### config.mk
export PLATFORM = sky130hd
export DESIGN_NAME = led_phase_scheduler_flat
export DESIGN_NICKNAME = d
export VERILOG_FILES = /design/src/rtl/oxi_pkg.sv /design/src/rtl/led_phase_scheduler_if.sv /design/src/rtl/phase_accum.sv /design/src/rtl/led_phase_scheduler.sv /design/src/flat_wrapper.sv
export SDC_FILE = /design/constraint.sdc
export NUM_CORES = 1
export LEC_CHECK = 0
export CAP_MARGIN = 10
export CORE_ASPECT_RATIO = 1.75
export CORE_UTILIZATION = 35
export DETAILED_ROUTE_END_ITERATION = 8
export GPL_TIMING_DRIVEN = 0
export SYNTH_ARGS = -nofsm -noshare
export SYNTH_HDL_FRONTEND = slang
export SYNTH_SLANG_ARGS = --single-unit
### constraint.sdc
create_clock -name clk -period 4.4 [get_ports clk]
set_clock_uncertainty 0.2 [all_clocks]
set_input_delay 0.44 -clock clk [delete_from_list [all_inputs] [get_ports clk]]
set_output_delay 0.44 -clock clk [all_outputs]
set_load 0.01 [all_outputs]
### src/rtl/oxi_pkg.sv
// oxi_pkg: shared phase enum, channel tags and front-end reset constants.
package oxi_pkg;
    typedef enum logic [1:0] {IDLE, RED, IR, AMB} phase_t;
    localparam logic [1:0] CH_RED = 2'd0;
    localparam logic [1:0] CH_IR  = 2'd1;
    localparam logic [1:0] CH_AMB = 2'd2;
    localparam logic [6:0] DC_RESET  = 7'd127;
    localparam logic [3:0] PGA_RESET = 4'd0;
endpackage

### src/rtl/led_phase_scheduler_if.sv
// led_phase_scheduler_if: control, config, ADC, front-end and result handshake bundle.
// master drives enable/cfg/adc/sample_ready; slave (scheduler) drives LEDs,
// DC/PGA settings, sample_data/ch/valid, overrun and busy.
interface led_phase_scheduler_if;
    logic       enable;
    logic       cfg_load;
    logic [6:0] red_dc;
    logic [6:0] ir_dc;
    logic [3:0] red_pga;
    logic [3:0] ir_pga;
    logic [7:0] adc;
    logic       led_red;
    logic       led_ir;
    logic [6:0] dc_comp;
    logic [3:0] pga_gain;
    logic [7:0] sample_data;
    logic [1:0] sample_ch;
    logic       sample_valid;
    logic       sample_ready;
    logic       overrun;
    logic       busy;
    modport master (
        output enable, cfg_load, red_dc, ir_dc, red_pga, ir_pga, adc, sample_ready,
        input  led_red, led_ir, dc_comp, pga_gain, sample_data, sample_ch, sample_valid, overrun, busy
    );
    modport slave (
        input  enable, cfg_load, red_dc, ir_dc, red_pga, ir_pga, adc, sample_ready,
        output led_red, led_ir, dc_comp, pga_gain, sample_data, sample_ch, sample_valid, overrun, busy
    );
endinterface

### src/rtl/phase_accum.sv
// phase_accum: per-phase settle counter, ADC accumulator and averaging divide.
// Ports: clk, rst (async, active-high); active_i high while a phase runs;
// adc_i sample; done_o pulses on the last phase cycle with result_o = average.
module phase_accum #(
    parameter int SETTLE_CYCLES = 4,
    parameter int LOG2_AVG      = 2
) (
    input  logic       clk,
    input  logic       rst,
    input  logic       active_i,
    input  logic [7:0] adc_i,
    output logic       done_o,
    output logic [7:0] result_o
);
    localparam int PL = SETTLE_CYCLES + (1 << LOG2_AVG);
    localparam int CW = $clog2(PL);
    localparam int AW = 8 + LOG2_AVG;
    logic [CW-1:0] cnt_q, cnt_d;
    logic [AW-1:0] acc_q, acc_d, sum;
    // The last sample is folded into the result combinationally, so the
    // accumulator can clear on the same edge the next phase begins.
    always_comb begin
        sum      = acc_q + AW'(adc_i);
        done_o   = active_i && cnt_q == CW'(PL - 1);
        result_o = 8'(sum >> LOG2_AVG);
        cnt_d    = (!active_i || done_o) ? '0 : cnt_q + CW'(1);
        acc_d    = (!active_i || done_o) ? '0 : (cnt_q >= CW'(SETTLE_CYCLES)) ? sum : acc_q;
    end
    always_ff @(posedge clk or posedge rst) begin
        if (rst) begin
            cnt_q <= '0;
            acc_q <= '0;
        end else begin
            cnt_q <= cnt_d;
            acc_q <= acc_d;
        end
    end
endmodule

### src/rtl/led_phase_scheduler.sv
// led_phase_scheduler: cycles LED phases RED -> IR (-> AMB) and emits averaged ADC results.
// Ports: clk, rst (async, active-high); bus (led_phase_scheduler_if.slave).
// Build option: define LED_PHASE_AMBIENT_EN to insert the AMB phase after IR.
module led_phase_scheduler
    import oxi_pkg::*;
#(
    parameter int SETTLE_CYCLES = 4,
    parameter int LOG2_AVG      = 2
) (
    input logic clk,
    input logic rst,
    led_phase_scheduler_if.slave bus
);
`ifdef LED_PHASE_AMBIENT_EN
    localparam phase_t AFTER_IR = AMB;
`else
    localparam phase_t AFTER_IR = RED;
`endif
    phase_t     state_q, state_d;
    logic [6:0] red_dc_q, red_dc_d, ir_dc_q, ir_dc_d, dc_q, dc_d;
    logic [3:0] red_pga_q, red_pga_d, ir_pga_q, ir_pga_d, pga_q, pga_d;
    logic [7:0] data_q, data_d, result;
    logic [1:0] ch_q, ch_d;
    logic       valid_q, valid_d, ovr_q, ovr_d, cfg_ok, done;
    phase_accum #(.SETTLE_CYCLES(SETTLE_CYCLES), .LOG2_AVG(LOG2_AVG)) u_accum (
        .clk      (clk),
        .rst      (rst),
        .active_i (state_q != IDLE),
        .adc_i    (bus.adc),
        .done_o   (done),
        .result_o (result)
    );
    always_comb begin
        cfg_ok    = state_q == IDLE && bus.cfg_load;
        red_dc_d  = cfg_ok ? bus.red_dc : red_dc_q;
        red_pga_d = cfg_ok ? bus.red_pga : red_pga_q;
        ir_dc_d   = cfg_ok ? bus.ir_dc : ir_dc_q;
        ir_pga_d  = cfg_ok ? bus.ir_pga : ir_pga_q;
        state_d   = state_q;
        if (state_q == IDLE)
            state_d = bus.enable ? RED : IDLE;
        else if (done)
            state_d = !bus.enable ? IDLE : state_q == RED ? IR : state_q == IR ? AFTER_IR : RED;
        // Front-end settings are latched with the state so they change on phase entry;
        // using the _d copies lets a same-cycle cfg_load take effect immediately.
        dc_d    = state_d == IR ? ir_dc_d : state_d == IDLE ? dc_q : red_dc_d;
        pga_d   = state_d == IR ? ir_pga_d : state_d == IDLE ? pga_q : red_pga_d;
        data_d  = done ? result : data_q;
        ch_d    = !done ? ch_q : state_q == IR ? CH_IR : state_q == AMB ? CH_AMB : CH_RED;
        valid_d = done ? 1'b1 : bus.sample_ready ? 1'b0 : valid_q;
        ovr_d   = cfg_ok ? 1'b0 : (done && valid_q && !bus.sample_ready) ? 1'b1 : ovr_q;
        bus.led_red      = state_q == RED;
        bus.led_ir       = state_q == IR;
        bus.busy         = state_q != IDLE;
        bus.dc_comp      = dc_q;
        bus.pga_gain     = pga_q;
        bus.sample_data  = data_q;
        bus.sample_ch    = ch_q;
        bus.sample_valid = valid_q;
        bus.overrun      = ovr_q;
    end
    always_ff @(posedge clk or posedge rst) begin
        if (rst) begin
            state_q   <= IDLE;
            red_dc_q  <= DC_RESET;
            ir_dc_q   <= DC_RESET;
            dc_q      <= DC_RESET;
            red_pga_q <= PGA_RESET;
            ir_pga_q  <= PGA_RESET;
            pga_q     <= PGA_RESET;
            data_q    <= '0;
            ch_q      <= '0;
            valid_q   <= 1'b0;
            ovr_q     <= 1'b0;
        end else begin
            state_q   <= state_d;
            red_dc_q  <= red_dc_d;
            ir_dc_q   <= ir_dc_d;
            dc_q      <= dc_d;
            red_pga_q <= red_pga_d;
            ir_pga_q  <= ir_pga_d;
            pga_q     <= pga_d;
            data_q    <= data_d;
            ch_q      <= ch_d;
            valid_q   <= valid_d;
            ovr_q     <= ovr_d;
        end
    end
endmodule

### src/flat_wrapper.sv
// flat-port wrapper written by rule: the top's interface ports become plain ports
module led_phase_scheduler_flat import oxi_pkg::*;
#(
    parameter int SETTLE_CYCLES = 4,
    parameter int LOG2_AVG      = 2
)
  (clk, rst, bus_enable, bus_cfg_load, bus_red_dc, bus_ir_dc, bus_red_pga, bus_ir_pga, bus_adc, bus_sample_ready, bus_led_red, bus_led_ir, bus_dc_comp, bus_pga_gain, bus_sample_data, bus_sample_ch, bus_sample_valid, bus_overrun, bus_busy);
  led_phase_scheduler_if bus_i ();
  input logic clk;
  input logic rst;
  input wire logic [$bits(bus_i.enable)-1:0] bus_enable;
  input wire logic [$bits(bus_i.cfg_load)-1:0] bus_cfg_load;
  input wire logic [$bits(bus_i.red_dc)-1:0] bus_red_dc;
  input wire logic [$bits(bus_i.ir_dc)-1:0] bus_ir_dc;
  input wire logic [$bits(bus_i.red_pga)-1:0] bus_red_pga;
  input wire logic [$bits(bus_i.ir_pga)-1:0] bus_ir_pga;
  input wire logic [$bits(bus_i.adc)-1:0] bus_adc;
  input wire logic [$bits(bus_i.sample_ready)-1:0] bus_sample_ready;
  output wire logic [$bits(bus_i.led_red)-1:0] bus_led_red;
  output wire logic [$bits(bus_i.led_ir)-1:0] bus_led_ir;
  output wire logic [$bits(bus_i.dc_comp)-1:0] bus_dc_comp;
  output wire logic [$bits(bus_i.pga_gain)-1:0] bus_pga_gain;
  output wire logic [$bits(bus_i.sample_data)-1:0] bus_sample_data;
  output wire logic [$bits(bus_i.sample_ch)-1:0] bus_sample_ch;
  output wire logic [$bits(bus_i.sample_valid)-1:0] bus_sample_valid;
  output wire logic [$bits(bus_i.overrun)-1:0] bus_overrun;
  output wire logic [$bits(bus_i.busy)-1:0] bus_busy;
  assign bus_i.enable = bus_enable;
  assign bus_i.cfg_load = bus_cfg_load;
  assign bus_i.red_dc = bus_red_dc;
  assign bus_i.ir_dc = bus_ir_dc;
  assign bus_i.red_pga = bus_red_pga;
  assign bus_i.ir_pga = bus_ir_pga;
  assign bus_i.adc = bus_adc;
  assign bus_i.sample_ready = bus_sample_ready;
  assign bus_led_red = bus_i.led_red;
  assign bus_led_ir = bus_i.led_ir;
  assign bus_dc_comp = bus_i.dc_comp;
  assign bus_pga_gain = bus_i.pga_gain;
  assign bus_sample_data = bus_i.sample_data;
  assign bus_sample_ch = bus_i.sample_ch;
  assign bus_sample_valid = bus_i.sample_valid;
  assign bus_overrun = bus_i.overrun;
  assign bus_busy = bus_i.busy;
  led_phase_scheduler #(.SETTLE_CYCLES(SETTLE_CYCLES), .LOG2_AVG(LOG2_AVG)) u_core (.clk(clk), .rst(rst), .bus(bus_i));
endmodule
[Word-level counts from Yosys, hierarchy flattened]
Index checks and enable logic that the tools add are counted.
Storage, ports and cells
  flip-flop bits (word level): 60
  output and inout port bits: 26
  logic and storage cells: 57
Operators by class
  add/subtract/negate cells: 2
  order comparisons: 1
  equality and inequality tests: 6
  mux-type cells: 22
  reduce and logical (&&, ||, !) cells: 13
Operators by type and width (number)
  $mux W7: 4
  $mux W10: 2
  $mux W4: 4
  $mux W2: 6
  $add A10 B8 Y10: 1
  $reduce_bool A2 Y1: 4
  $eq A2 B2 Y1 const B: 3
  $mux W1: 5
  $logic_and A1 B1 Y1: 4
  $logic_not A2 Y1: 2
  $add A3 B1 Y3 const B: 1
  $eq A3 B3 Y1 const B: 1
  $ge A3 B3 Y1 const B: 1
  $mux W3: 1
  $eq A2 B1 Y1 const B: 1
  $logic_not A1 Y1: 2
  $ne A2 B1 Y1 const B: 1
  $logic_or A1 B1 Y1: 1

[Logic depth before layout (Yosys ltp)]
  word-level depth: 8
  depth in mapped cells: 8

[Modules after synthesis]
A second synthesis with hierarchy kept.
Second synthesis, totals
  cell total of the unflattened synthesis: 239
  area, all modules: 3016.6 µm²
By module, submodules not included
  led_phase_scheduler: times used 1, cells an instance 125, area each 1970.6 µm²
  phase_accum: times used 1, cells an instance 114, area each 1046.0 µm²

[Least setup slack after synthesis]
Ideal clock, no wire load.
  kind: input-to-reg
  start point: input port bus_adc[0]
  end point: register u_core.u_accum.acc_q[6]
  library setup time: 131 ps
  arrival time: 1831 ps
  data required time: 4069 ps
  path slack: 2238 ps
  stages on the path: 6
  cell sequence: ha_1 > fa_1 > a21o_2 > a211oi_4 > xor2_1 > o22ai_1
On the way
  cells in the longest elaborated chain, start to end: 3
Ends and longest elaborated chain
  from (decl): line flat_wrapper.sv:17  | input wire logic [$bits(bus_i.adc)-1:0] bus_adc;
  $add A10 B8 Y10: line phase_accum.sv:23  | sum = acc_q + AW'(adc_i);
  $mux W10 (2 in a row): line phase_accum.sv:27  | acc_d = (!active_i || done_o) ? '0 : (cnt_q >= CW'(SETTLE_CYCLES)) ? sum : acc_q;
  to (signal assigned): line phase_accum.sv:32  | acc_q <= '0;
  to (signal assigned): line phase_accum.sv:35  | acc_q <= acc_d;
  to (decl): line phase_accum.sv:19  | logic [AW-1:0] acc_q, acc_d, sum;
Every way passes these cells. The select of a mux whose other input is x is not followed.
A chain may end at the register's enable or synchronous reset.

[Final worst setup path]
Same ends and word-level chain as after synthesis.

==> run summary <==
share of layout cells above drive strength 1: 23.28%
pwr dens: 749.3 mW/mm^2
syn_nets: 317
post-layout min period: 2.463 ns
number of global-route vias before repair: 2,467
Hold Buf Count CTS: 0
total wire length: 7089 um
Final Core Density: 48.21%
initial antenna violation count: 0
fraction of registers with async set/reset: 100.0%
clock share of power: 22.3%
Via Count: 2,327
first-pass GRT wire length: 11,580 um
total CTS buffers: 9
register area share after synthesis: 49.08%
status: finished, final reports clean
number of max-cap violations: 0
cell count after synthesis: 271
Total GRT Usage: 16.52%
Switching Fraction: 33.91%
Slew Limit Fails: 0
Die Y: 126.8 um
top_reg_cell synth: dfrtp_1
synth warn: 0
CP required: 4.40 ns
H-tree depth: 3
First-pass DRT Iterations: 5
fin nets: 389
share of Yosys cell area claimed by the top area cell type: 31.35%
# port buffers: 60
Final Hold Vio Count: 0
Resize count post-CTS: 0
clock sinks: 60
cell chain of the critical path: clkdlybuf4s50_1 > ha_1 > fa_1 > a21o_2 > a211oi_4 > xor2_1 > o22ai_1
vias per cell: 5.004
Worst VDD drop: 0.2834 mV
Leak Pwr: 1.766 nW
internal power: 0.002070 W
CP endpoint kind: register
DR iter-0 viols: 66
RSZ-0062 raised after global routing: false
main area contributors after synthesis: dfrtp_1 (31%), dfstp_2 (18%), mux2_4 (9.2%), mux2i_1 (4.2%), ha_1 (4.0%)
CORE AREA: 0.008671 sq mm
Critical Path AT: 2.46 ns
critical path startpoint category: input pin
CTS tree: done
fill count: 836
Synth cell types: 57
largest net degree at the start of global routing: 42
number of synthesized flops with an enable pin: 0
Yosys top cell by area: dfrtp_1
Reg clk slew, reported paths: 0.06 ns
Die X: 73.29 um
Post-Syn Area per Cell: 11.49 sq um
Seq pwr share: 32.6%
Max Root-Sink Buffers: 2
Post-route DRC: 0
slowest stage delay, CP: 0.41 ns
post-route clock period utilization: 55.97%
# setup viols final: 0
Final ANT Viol Nets: 0
die area: 0.009290 sq mm
total grt overflow: 0
CP max stage cell: fa_1
fmax: 0.4060 GHz
DR WL/cell: 15.25 um
Slew HR: 63.86%
# Post-CTS Setup Buffers: 0
Synth-to-Final Area Change: 34.28%
Worst Path Max Fanout: 5
worst-margin pin slew: 0.5422 ns
Worst Hold Class: in2async
Clock Tree Root: clkbuf_16
Initial Utilization: 35.90%
post-DP HPWL: 5137 um
Comb pwr share: 45.0%
Switching Power: 0.001062 W
ANT cells: 0
synthesized area: 0.003113 sq mm
flop-to-flop setup slack: 2.09 ns
Clk Latency, worst-skew pair: 0.33 ns
# IOs: 61
critical path class: in2reg
number of synthesized register bits: 60
routability cong.: 0.7925
setup TNS: 0 ns
Core Rows: 45
critical path: cells and delay by family:
family,cells,cell delay [ns]
AOI/OAI and AO/OA,3,0.70
adders and majority gates,2,0.64
buffers and inverters,1,0.40
xor gates and xnor gates,1,0.27
final timing paths:
check	start	to	cells past startpoint
max	bus_adc[0]	u_core.u_accum.acc_q[6]	7
min	rst	u_core.bus.sample_valid	2
min in group clk	u_core.u_accum.cnt_q[0]	u_core.u_accum.cnt_q[0]	1
max reg2reg	u_core.u_accum.acc_q[0]	u_core.u_accum.acc_q[6]	6
min reg2reg	u_core.u_accum.cnt_q[0]	u_core.u_accum.cnt_q[0]	1
max in group asynchronous	rst	u_core.ir_dc_q[2]	3
state kept, by name (all words and copies together) (netlist names):
name	flops
u_core.bus.overrun	1
u_core.u_accum.acc_q	10
u_core.bus.sample_valid	1
u_core.bus.sample_ch	2
u_core.bus.dc_comp	7
u_core.red_pga_q	4
u_core.bus.sample_data	8
u_core.red_dc_q	7
u_core.ir_dc_q	7
u_core.state_q	2
u_core.ir_pga_q	4
u_core.bus.pga_gain	4
u_core.u_accum.cnt_q	3
Yosys cell counts, drive strengths merged (4+ instances only):
cell type and instances:
a21o 4, and3 6, nand2b 4, nor3 6, nor2b 4, and2 5, mux2 22, nand2 15
mux2i 13, buf 10, o21ai 9, inv 4, nor2 18, dfrtp 39, a31oi 4, nand3 13
o2111ai 4, ha 10, a21oi 23, dfstp 21
cells in the final DEF (no fill, tap or decap), drive strengths merged, types with 4 or more instances in the layout:
master	Yosys	final
o2111ai	4	4
nand3	13	13
buf	10	11
and2	5	5
dfrtp	39	39
a31oi	4	4
a21o	4	4
mux2i	13	13
ha	10	10
and3	6	6
nor2	18	18
mux2	22	22
nor3	6	6
clkinv	1	4
clkbuf	3	13
nor2b	4	4
o21ai	9	9
dfstp	21	21
a21oi	23	23
nand2b	4	4
nand2	15	15
inv	4	6
clkdlybuf4s50	0	60
final cells by class:
cell class | count | area [sq um] | share of cell area [%]
well taps | 117 | 146.4 | 3.502
repair buffers | 61 | 620.6 | 14.85
multi-input cells | 193 | 1481 | 35.44
inverters | 5 | 18.77 | 0.4490
clock buffers | 10 | 239.0 | 5.717
plain buffers | 13 | 85.08 | 2.035
clock inverters | 6 | 61.31 | 1.467
flip-flops and latches | 60 | 1528 | 36.55
metrics by stage:
stage | hold slack (ns) | setup slack, ns | cell area, sq um | total power [W] | std cells
after floorplan | 0.2099 | 2.238 | 3113 | 0.001959 | 271
after detailed placement | 0.2352 | 1.605 | 3880 | 0.002451 | 449
after global routing | 0.2843 | 1.843 | 4180 | 0.003356 | 465
after CTS | 0.2601 | 1.944 | 4180 | 0.003175 | 465
after global placement | 0.2251 | 1.199 | 3860 | 0.002414 | 448
final | 0.2468 | 1.937 | 4180 | 0.003132 | 465
power groups by stage:
stage                     Clock [W]  Combinational [W]  Sequential [W]
after floorplan                   0           0.000898         0.00106
after global placement            0            0.00139         0.00102
after detailed placement          0            0.00142         0.00103
after CTS                  0.000720            0.00143         0.00103
after global routing       0.000741            0.00155         0.00106
final                      0.000699            0.00141         0.00102
logic make-up (layout without fill, tap and decap cells):
| logic type | after synthesis | in the layout | synth area share [%] |
|---|---|---|---|
| AO/OA/AOI/OAI | 60 | 60 | 13.22 |
| XOR/XNOR | 3 | 3 | 0.8442 |
| buffers and inverters | 18 | 95 | 3.335 |
| multiplexers | 35 | 35 | 14.43 |
| adder cells (fa/ha/maj) | 11 | 11 | 4.662 |
| flip-flops | 60 | 60 | 49.08 |
| AND/OR/NAND/NOR | 84 | 84 | 14.43 |
per-layer routing:
layer / up-vias / global-route usage (%) / wire, um
li1: 1133 / - / -
met1: 1121 / 18.42 / 2940
met2: 64 / 29.36 / 3780
met3: 9 / 3.574 / 261
met4: 0 / 7.240 / 106
met5: - / 0 / 0
No activity file was read; power rests on OpenSTA's default activity.
